`src/rtl/bus_arb_pkg.sv`:
```
// Shared types and constants for the 8-source round-robin bus arbiter.
// Latency: n/a (declarations only).
// Backpressure: n/a (declarations only).
package bus_arb_pkg;

  // Number of bus sources feeding the 8:1 mux and the width of its select.
  localparam int NUM_SRC = 8;
  localparam int SEL_W   = 3;

  // Hold counter width; wide enough for the largest legal MAX_HOLD (255).
  localparam int HOLD_W  = 8;

  // Arbiter FSM: IDLE has no owner, OWN has exactly one granted source.
  typedef enum logic {
    IDLE = 1'b0,
    OWN  = 1'b1
  } state_e;

  // One-hot decode of a source index, used for both gnt and exclusion masks.
  function automatic logic [NUM_SRC-1:0] src_onehot(input logic [SEL_W-1:0] idx);
    return NUM_SRC'(1) << idx;
  endfunction

endpackage

```
`src/rtl/bus_arbiter_rr_picker.sv`:
```
// Combinational round-robin search: first eligible source after 'last', wrapping 7 -> 0.
// Latency: 0 cycles (pure combinational).
// Backpressure: none; 'found' low means no source is eligible.
module rr_picker
  import bus_arb_pkg::*;
(
  input  logic [NUM_SRC-1:0] req,
  input  logic [SEL_W-1:0]   last,
  input  logic [NUM_SRC-1:0] mask,
  output logic               found,
  output logic [SEL_W-1:0]   idx
);

  logic [NUM_SRC-1:0] elig;
  logic [SEL_W-1:0]   cand;

  // A masked source is never eligible; the owner is masked when it is being timed out.
  assign elig = req & ~mask;

  // Walk last+1 .. last+8 (mod 8); the 3-bit add provides the wrap for free.
  always_comb begin
    found = 1'b0;
    idx   = last;
    cand  = '0;
    for (int k = 1; k <= NUM_SRC; k++) begin
      cand = last + SEL_W'(k);
      if (!found && elig[cand]) begin
        found = 1'b1;
        idx   = cand;
      end
    end
  end

endmodule

```
`src/rtl/bus_arbiter.sv`:
```
// Round-robin 8:1 bus arbiter with registered one-hot grant and binary mux select.
// Latency: 1 cycle from req sampled at an edge to gnt/selectors/busy after that edge.
// Backpressure: owner holds until it drops req; optional watchdog BUS_ARB_TIMEOUT_EN caps hold at MAX_HOLD.
module bus_arbiter
  import bus_arb_pkg::*;
#(
  parameter int MAX_HOLD = 16
)
(
  input  logic               clk,
  input  logic               rst_n,
  input  logic [NUM_SRC-1:0] req,
  output logic [NUM_SRC-1:0] gnt,
  output logic [SEL_W-1:0]   selectors,
  output logic               busy,
  output logic               revoked
);

  // Reject out-of-range hold limits at elaboration time.
  if (MAX_HOLD < 2 || MAX_HOLD > 255) begin : g_bad_max_hold
    $error("bus_arbiter: MAX_HOLD must lie in 2..255");
  end

  state_e             state_q, state_d;
  logic [SEL_W-1:0]   sel_q,   sel_d;
  logic [SEL_W-1:0]   last_q,  last_d;
  logic [NUM_SRC-1:0] gnt_q,   gnt_d;
  logic               busy_q,  busy_d;

  logic               owner_req;
  logic               do_grant;
  logic [NUM_SRC-1:0] pick_mask;
  logic               pick_found;
  logic [SEL_W-1:0]   pick_idx;

`ifdef BUS_ARB_TIMEOUT_EN
  logic [HOLD_W-1:0]  hold_q, hold_d;
  logic               rev_q,  rev_d;
  logic               hold_expired;

  // The owner has used its last allowed cycle once the counter hits MAX_HOLD-1.
  assign hold_expired = (hold_q == HOLD_W'(MAX_HOLD - 1));

  // Exclude the current owner only when it is about to be forcibly rotated out.
  assign pick_mask = (state_q == OWN && owner_req && hold_expired) ? src_onehot(sel_q) : '0;
`else
  assign pick_mask = '0;
`endif

  // In IDLE, sel_q still holds the previous owner, so this bit is simply ignored there.
  assign owner_req = req[sel_q];

  rr_picker u_rr_picker (
    .req   (req),
    .last  (last_q),
    .mask  (pick_mask),
    .found (pick_found),
    .idx   (pick_idx)
  );

  // Next-state and next-output decode; every grant path funnels through do_grant.
  always_comb begin
    state_d  = state_q;
    sel_d    = sel_q;
    last_d   = last_q;
    gnt_d    = gnt_q;
    busy_d   = busy_q;
    do_grant = 1'b0;
`ifdef BUS_ARB_TIMEOUT_EN
    hold_d   = hold_q;
    rev_d    = 1'b0;
`endif
    case (state_q)
      IDLE: begin
        if (pick_found) begin
          do_grant = 1'b1;
        end
      end
      OWN: begin
        if (!owner_req) begin
          // Release and handoff share the same edge, so there is no idle bubble.
          if (pick_found) begin
            do_grant = 1'b1;
          end else begin
            state_d = IDLE;
            gnt_d   = '0;
            busy_d  = 1'b0;
          end
        end
`ifdef BUS_ARB_TIMEOUT_EN
        else if (hold_expired) begin
          // Rotate to another requester if one exists; a lone owner keeps the bus.
          if (pick_found) begin
            do_grant = 1'b1;
            rev_d    = 1'b1;
          end else begin
            hold_d = '0;
          end
        end else begin
          hold_d = hold_q + HOLD_W'(1);
        end
`endif
      end
      default: begin
        state_d = IDLE;
        gnt_d   = '0;
        busy_d  = 1'b0;
      end
    endcase

    if (do_grant) begin
      state_d = OWN;
      sel_d   = pick_idx;
      last_d  = pick_idx;
      gnt_d   = src_onehot(pick_idx);
      busy_d  = 1'b1;
`ifdef BUS_ARB_TIMEOUT_EN
      hold_d  = '0;
`endif
    end
  end

  // Arbiter state and registered outputs; last resets to 7 so source 0 wins first.
  always_ff @(posedge clk or negedge rst_n) begin
    if (!rst_n) begin
      state_q <= IDLE;
      sel_q   <= '0;
      last_q  <= SEL_W'(NUM_SRC - 1);
      gnt_q   <= '0;
      busy_q  <= 1'b0;
    end else begin
      state_q <= state_d;
      sel_q   <= sel_d;
      last_q  <= last_d;
      gnt_q   <= gnt_d;
      busy_q  <= busy_d;
    end
  end

`ifdef BUS_ARB_TIMEOUT_EN
  // Watchdog hold counter and the one-cycle revoke pulse.
  always_ff @(posedge clk or negedge rst_n) begin
    if (!rst_n) begin
      hold_q <= '0;
      rev_q  <= 1'b0;
    end else begin
      hold_q <= hold_d;
      rev_q  <= rev_d;
    end
  end

  assign revoked = rev_q;
`else
  assign revoked = 1'b0;
`endif

  assign gnt       = gnt_q;
  assign selectors = sel_q;
  assign busy      = busy_q;

endmodule

```
`config.mk`:
```
export PLATFORM = sky130hd
export DESIGN_NAME = bus_arbiter
export DESIGN_NICKNAME = d
export VERILOG_FILES = /design/src/rtl/bus_arb_pkg.sv /design/src/rtl/bus_arbiter_rr_picker.sv /design/src/rtl/bus_arbiter.sv
export SDC_FILE = /design/constraint.sdc
export NUM_CORES = 1
export LEC_CHECK = 0
export ABC_AREA = 0
export BUFFER_PORTS_ARGS = -buffer_cell sky130_fd_sc_hd__buf_2
export CAP_MARGIN = 20
export CORE_UTILIZATION = 55
export CTS_CLUSTER_SIZE = 40
export DETAILED_ROUTE_END_ITERATION = 10
export PLACE_DENSITY = 0.74
export REMOVE_ABC_BUFFERS = 1
export SKIP_CTS_REPAIR_TIMING = 1
export SYNTH_ARGS = -nofsm -noshare
export SYNTH_HDL_FRONTEND = slang
export SYNTH_SLANG_ARGS = --single-unit
export TNS_END_PERCENT = 5
```
`constraint.sdc`:
```
create_clock -name clk -period 4.7 [get_ports clk]
set_input_delay 0.94 -clock clk [delete_from_list [all_inputs] [get_ports clk]]
set_output_delay 0.94 -clock clk [all_outputs]
set_load 0.05 [all_outputs]
```
After elaboration in Yosys (flattened, before gate mapping) --
Cells that the tools add are included.
Word-level totals: logic and storage cells 89, output and inout bits 13, input port bits 10, flip-flop bits (word level) 16
Cells by class: shift-type cells 1, eq/ne operators 2, add/sub/neg operators 7, bitwise operators 1, magnitude comparators 9, muxes and demuxes 48, reduce and logical (&&, ||, !) cells 16
Operator list (count):
- $lt 3x4->1 const B | 9
- $mux 8 | 4
- $bmux 1 s3 | 9
- $mux 1 | 26
- $mux 3 | 8
- $add 3x3->3 const B | 4
- $shl 1x3->8 const A | 1
- $logic_and 1x1->1 | 7
- $logic_not 1->1 | 7
- $add 3x2->3 const B | 2
- $add 3x1->3 const B | 1
- $reduce_and 3->1 | 1
- $ne 2x1->1 const B | 1
- $ne 2x2->1 const B | 1
- $pmux 1 s2 | 1
- $reduce_bool 2->1 | 1
- $not 1->1 | 1

Depth between registers and ports, before layout --
word-level depth 30, mapped depth 13, mapped depth without buffers 9

Modules after synthesis --
A second synthesis with hierarchy kept.
Unflattened totals: cells, all modules 165, area, all modules 1785.5 µm²
Modules (own cells, without submodules):
- rr_picker | cells each 110, instances 1, seq. area each 0.0 µm², area an instance 1033.5 µm²
- bus_arbiter | cells each 55, instances 1, seq. area each 404.1 µm², area an instance 752.0 µm²

Worst setup path before layout --
Ideal clock, no wire load.
path kind flip-flop to flip-flop, start point reg last_q[1], end point reg gnt_q[3], in the netlist gnt[3], arrival 3.287 ns, buffers on the path 4, path slack 1.317 ns, cell stages (with the launch flop) 14, cell sequence dfstp_2 > buf_2 > clkbuf_1 > inv_1 > ha_1 > buf_6 > buf_12 > mux2i_1 > mux4_2 > o21a_1 > o2111ai_2 > nor3b_4 > nand3_2 > o31ai_1
Between the ends: longest elaborated chain between the ends 30, elaborated cells on any way between the ends 62
Ends and longest elaborated chain:
- start: declaration | RTL line bus_arbiter.sv:26 | logic [SEL_W-1:0] last_q, last_d;
- start signal: assignment | RTL line bus_arbiter.sv:128 | last_q <= SEL_W'(NUM_SRC - 1);
- start signal: assignment | RTL line bus_arbiter.sv:134 | last_q <= last_d;
- $add 3x1->3 | RTL line bus_arbiter_rr_picker.sv:26 | cand = last + SEL_W'(k);
- $bmux 1 s3 | RTL line bus_arbiter_rr_picker.sv:27 | if (!found && elig[cand]) begin
- $mux 1 (implied by the code) | RTL line bus_arbiter_rr_picker.sv:27
- $mux 1 | RTL line bus_arbiter_rr_picker.sv:27
- $logic_not 1->1 | RTL line bus_arbiter_rr_picker.sv:27
- $logic_and 1x1->1 | RTL line bus_arbiter_rr_picker.sv:27
- $mux 1 | RTL line bus_arbiter_rr_picker.sv:27
- $logic_not 1->1 | RTL line bus_arbiter_rr_picker.sv:27
- [... 14 more ...]
- $logic_not 1->1 | RTL line bus_arbiter_rr_picker.sv:27
- $logic_and 1x1->1 | RTL line bus_arbiter_rr_picker.sv:27
- $mux 1 | RTL line bus_arbiter_rr_picker.sv:27
- $mux 1 | RTL line bus_arbiter.sv:75, bus_arbiter.sv:82
- $mux 1 | RTL line bus_arbiter.sv:80 | if (!owner_req) begin
- $pmux 1 s2 | RTL line bus_arbiter.sv:73 | case (state_q)
- $ne 2x2->1 (no source line), or another cell as far along
- $reduce_and 3->1 (no source line)
- end signal: assignment | RTL line bus_arbiter.sv:135 | gnt_q <= gnt_d;
- end: declaration | RTL line bus_arbiter.sv:27 | logic [NUM_SRC-1:0] gnt_q, gnt_d;
Parallel ways exist; a longest one is shown, timed or not. The select of a mux whose other input is x is not followed. A chain may end at the register's enable or synchronous reset.

Worst setup path in the final report --
start point reg last_q[0], end point reg last_q[2]
Between the ends: longest elaborated chain between the ends 28, elaborated cells on any way between the ends 56
Ends and longest elaborated chain (RTL line):
- $add 3x1->3 | bus_arbiter_rr_picker.sv:26
- $bmux 1 s3 | bus_arbiter_rr_picker.sv:27
- $mux 1 (implied by the code) | bus_arbiter_rr_picker.sv:27
- $mux 1 | bus_arbiter_rr_picker.sv:27
- $logic_not 1->1 | bus_arbiter_rr_picker.sv:27
- $logic_and 1x1->1 | bus_arbiter_rr_picker.sv:27
- $mux 1 | bus_arbiter_rr_picker.sv:27
- $logic_not 1->1 | bus_arbiter_rr_picker.sv:27
- [... 12 more ...]
- $logic_and 1x1->1 | bus_arbiter_rr_picker.sv:27
- $mux 1 | bus_arbiter_rr_picker.sv:27
- $logic_not 1->1 | bus_arbiter_rr_picker.sv:27
- $logic_and 1x1->1 | bus_arbiter_rr_picker.sv:27
- $mux 1 | bus_arbiter_rr_picker.sv:27
- $mux 1 | bus_arbiter.sv:75, bus_arbiter.sv:82
- $mux 1 | bus_arbiter.sv:80
- $pmux 1 s2 | bus_arbiter.sv:73
Parallel ways exist; a longest one is shown, timed or not. The select of a mux whose other input is x is not followed.

==> results.sh <==
export IMPL_status="complete, no violations"
export IMPL_maxCapViolCount=0
export IMPL_place_gp_congestion=0.8481
export IMPL_drive_gt1_frac=0.3750
export IMPL_synth_area_leaders="mux4_2, dfrtp_1, mux2i_1"
export IMPL_maxSlewViolCount=0
export IMPL_finalCritPeriodShare=0.8279
export IMPL_first_global_vias=1397
export IMPL_die_w_um=61.23
export IMPL_yosys_area_top_type="mux4_2"
export IMPL_postRouteAntennaNets=0
export IMPL_synth_edff_count=0
export IMPL_grt_max_degree=22
export IMPL_drt_iter0_drc=84
export IMPL_vias=1557
export IMPL_grt_pass1_wl_um=7086
export IMPL_syn_cell_area_um2=1929
export IMPL_nets=197
export IMPL_worstPathCellList="inv_1 -> ha_1 -> mux4_2 -> mux2i_1 -> nand4_1 -> nand2_1 -> a31oi_1 -> o21ai_1 -> mux2_2"
export IMPL_path_clk_slew_ns=0.09
export IMPL_dr_pass1_iters=4
export IMPL_hpwlAfterDp_um=3277
export IMPL_ys_seq_area_frac=0.2095
export IMPL_r2r_end="last_q[2]$_DFFE_PN1P_"
export IMPL_drc=0
export IMPL_max_stage_delay_ns=0.79
export IMPL_wire_per_inst_um=19.02
export IMPL_reg2reg_depth=9
export IMPL_clkSinkCount=16
export IMPL_synth_seq_cells=16
export IMPL_crit_slowest_cell="ha_1"
export IMPL_tightest_slew_ns=0.7029
export IMPL_critPathKind="flop to flop"
export IMPL_numCtsBuffers=3
export IMPL_start_util=0.5782
export IMPL_postPlaceCellArea_um2=1973
export IMPL_clock_skew_ns=0.007038
export IMPL_async_flop_share=1.000
export IMPL_fin_crit_ns=3.891
export IMPL_yosys_cell_types_count=53
export IMPL_synth_top_area_share=0.2335
export IMPL_syn_inst=177
export IMPL_slew_headroom=0.5298
export IMPL_fp_dieH_um=61.23
export IMPL_whs_path_depth=2
export IMPL_path_max_fanout=15
export IMPL_setup_violations=0
export IMPL_tns_ns=0
export IMPL_antenna_found_initial=0
export IMPL_area_growth_pct=3.632
export IMPL_hp_class="flop to flop"
export IMPL_hold_violations=0
export IMPL_r2r_start="last_q[0]$_DFFE_PN1P_"
export IMPL_max_freq_mhz=257.0
export IMPL_boundaryPins=23
export IMPL_cts_tree="built"
export IMPL_cts_root_buffer="clkbuf_4"
export IMPL_avgSynthCellArea_um2=10.90
export IMPL_arrival_ns=4.12
export IMPL_antennaDiodeCount=0
export IMPL_r2r_slack_ns=0.81
export IMPL_grt_overflow_total=0
export IMPL_yosys_warnings=0
export IMPL_hp_start="gnt[6]$_DFFE_PN0P_"
export IMPL_whs_ns=0.4739
export IMPL_grt_use_total=0.2582
export IMPL_ys_flop_type="dfrtp_1"
export IMPL_design_area_um2=1999
export IMPL_core_area_um2=3337
export IMPL_vias_per_cell=6.770
export IMPL_die_area_um2=3749
export IMPL_hold_path_endpoint="gnt[6]$_DFFE_PN0P_"
export IMPL_cts_buffer_depth=2
export IMPL_end_kind="flop"
export IMPL_port_buffers=21
export IMPL_finalWirelength_um=4374
export IMPL_rsz0062_at_grt="no"
export IMPL_critPathRequiredTime_ns=4.93
export IMPL_critPathLaunchType="flop"
export IMPL_rows=21
export IMPL_cts_htree_levels=1
export IMPL_clk_latency_ns=0.29
## logic make-up (layout without fill, tap and decap cells)
family / count (synthesis) / count (layout) / synth area share
other: 1 / 1 / 0.001944
DFF: 16 / 16 / 0.2095
AOI/OAI and AO/OA: 39 / 39 / 0.1602
adders and majority gates: 2 / 2 / 0.01297
muxes: 39 / 39 / 0.3658
and+or+nand+nor: 51 / 51 / 0.1453
buffers and inverters: 26 / 33 / 0.08106
xor gates and xnor gates: 3 / 3 / 0.02335
## Yosys cell counts (3+ instances only)
cell,instances
mux4_2,20
nand2_1,19
dfrtp_1,13
buf_2,10
mux2i_1,9
o21ai_0,8
nor2_1,7
inv_1,6
a32o_1,5
mux2_2,5
nand3_1,5
o31ai_1,5
clkbuf_1,4
a31oi_1,3
buf_6,3
dfstp_2,3
mux2i_4,3
nor3_2,3
o21a_1,3
## state kept, by name (all words and copies together) (netlist names)
| signal | flops |
|---|---|
| last_q | 3 |
| selectors | 3 |
| busy | 1 |
| gnt | 8 |
| state_q | 1 |
## layer usage
metal | up-vias | part of all wire | GRT usage
met3 | 6 | 0.067 | 0.03782
met5 | - | 0 | 0
met1 | 775 | 0.42 | 0.3914
li1 | 703 | - | -
met2 | 73 | 0.50 | 0.3944
met4 | 0 | 0.013 | 0.05195
## worst max-delay path by stage
stage                               start                       end
finish              last_q[0]$_DFFE_PN1P_     last_q[2]$_DFFE_PN1P_
global route        last_q[0]$_DFFE_PN1P_        gnt[3]$_DFFE_PN0P_
CTS                 last_q[0]$_DFFE_PN1P_        gnt[3]$_DFFE_PN0P_
detailed placement  last_q[0]$_DFFE_PN1P_        gnt[3]$_DFFE_PN0P_
global placement    last_q[0]$_DFFE_PN1P_  selectors[2]$_DFFE_PN0P_
floorplan           last_q[0]$_DFFE_PN1P_        gnt[3]$_DFFE_PN0P_
## layout make-up
cell class	instances	area [µm²]
Multi-Input combinational cell	135	1369
Fill cell	278	1338
Sequential cell	16	404.1
Timing Repair Buffer	23	120.1
Tap cell	46	57.56
Clock buffer	4	26.28
Inverter	6	22.52
## cell usage in the layout (no fill, tap or decap), types with 2 or more instances in the layout
cell type / n
a31oi_1: 3
o2111ai_1: 2
dfrtp_1: 13
nor3_2: 3
nand2_2: 2
o21a_1: 3
inv_1: 6
nor2_1: 7
mux4_2: 20
nor2b_1: 2
a32o_1: 5
and2_1: 2
clkbuf_4: 3
o21ai_0: 8
nand4_1: 2
nand3_1: 5
mux2i_1: 9
mux2i_4: 3
buf_2: 21
mux2_2: 5
nand2_1: 19
dfstp_2: 3
buf_4: 2
o31ai_1: 5
ha_1: 2
a21oi_1: 2
o221ai_1: 2
## worst max-delay path, delay by kind of cell (launching register included)
family	cells	cell delay, ns
AND/OR/NAND/NOR	2	0.32
AO/OA/AOI/OAI	2	0.62
flip-flops	1	0.53
adder cells (fa/ha/maj)	1	0.79
buffers and inverters	1	0.20
multiplexers	3	1.36
## per-stage QoR
stage          worst slack [ns]  utilization  instances
4_1_cts                  0.8544       0.5992        230
3_3_place_gp              1.132       0.5913        226
5_1_grt                  0.5781       0.5992        230
3_5_place_dp             0.8700       0.5913        226
2_1_floorplan             1.061            -        157
6_report                 0.8087       0.5992        230
Power is not shown: default switching activity piles up to over one toggle a cycle in this logic, so the estimate is an artifact.
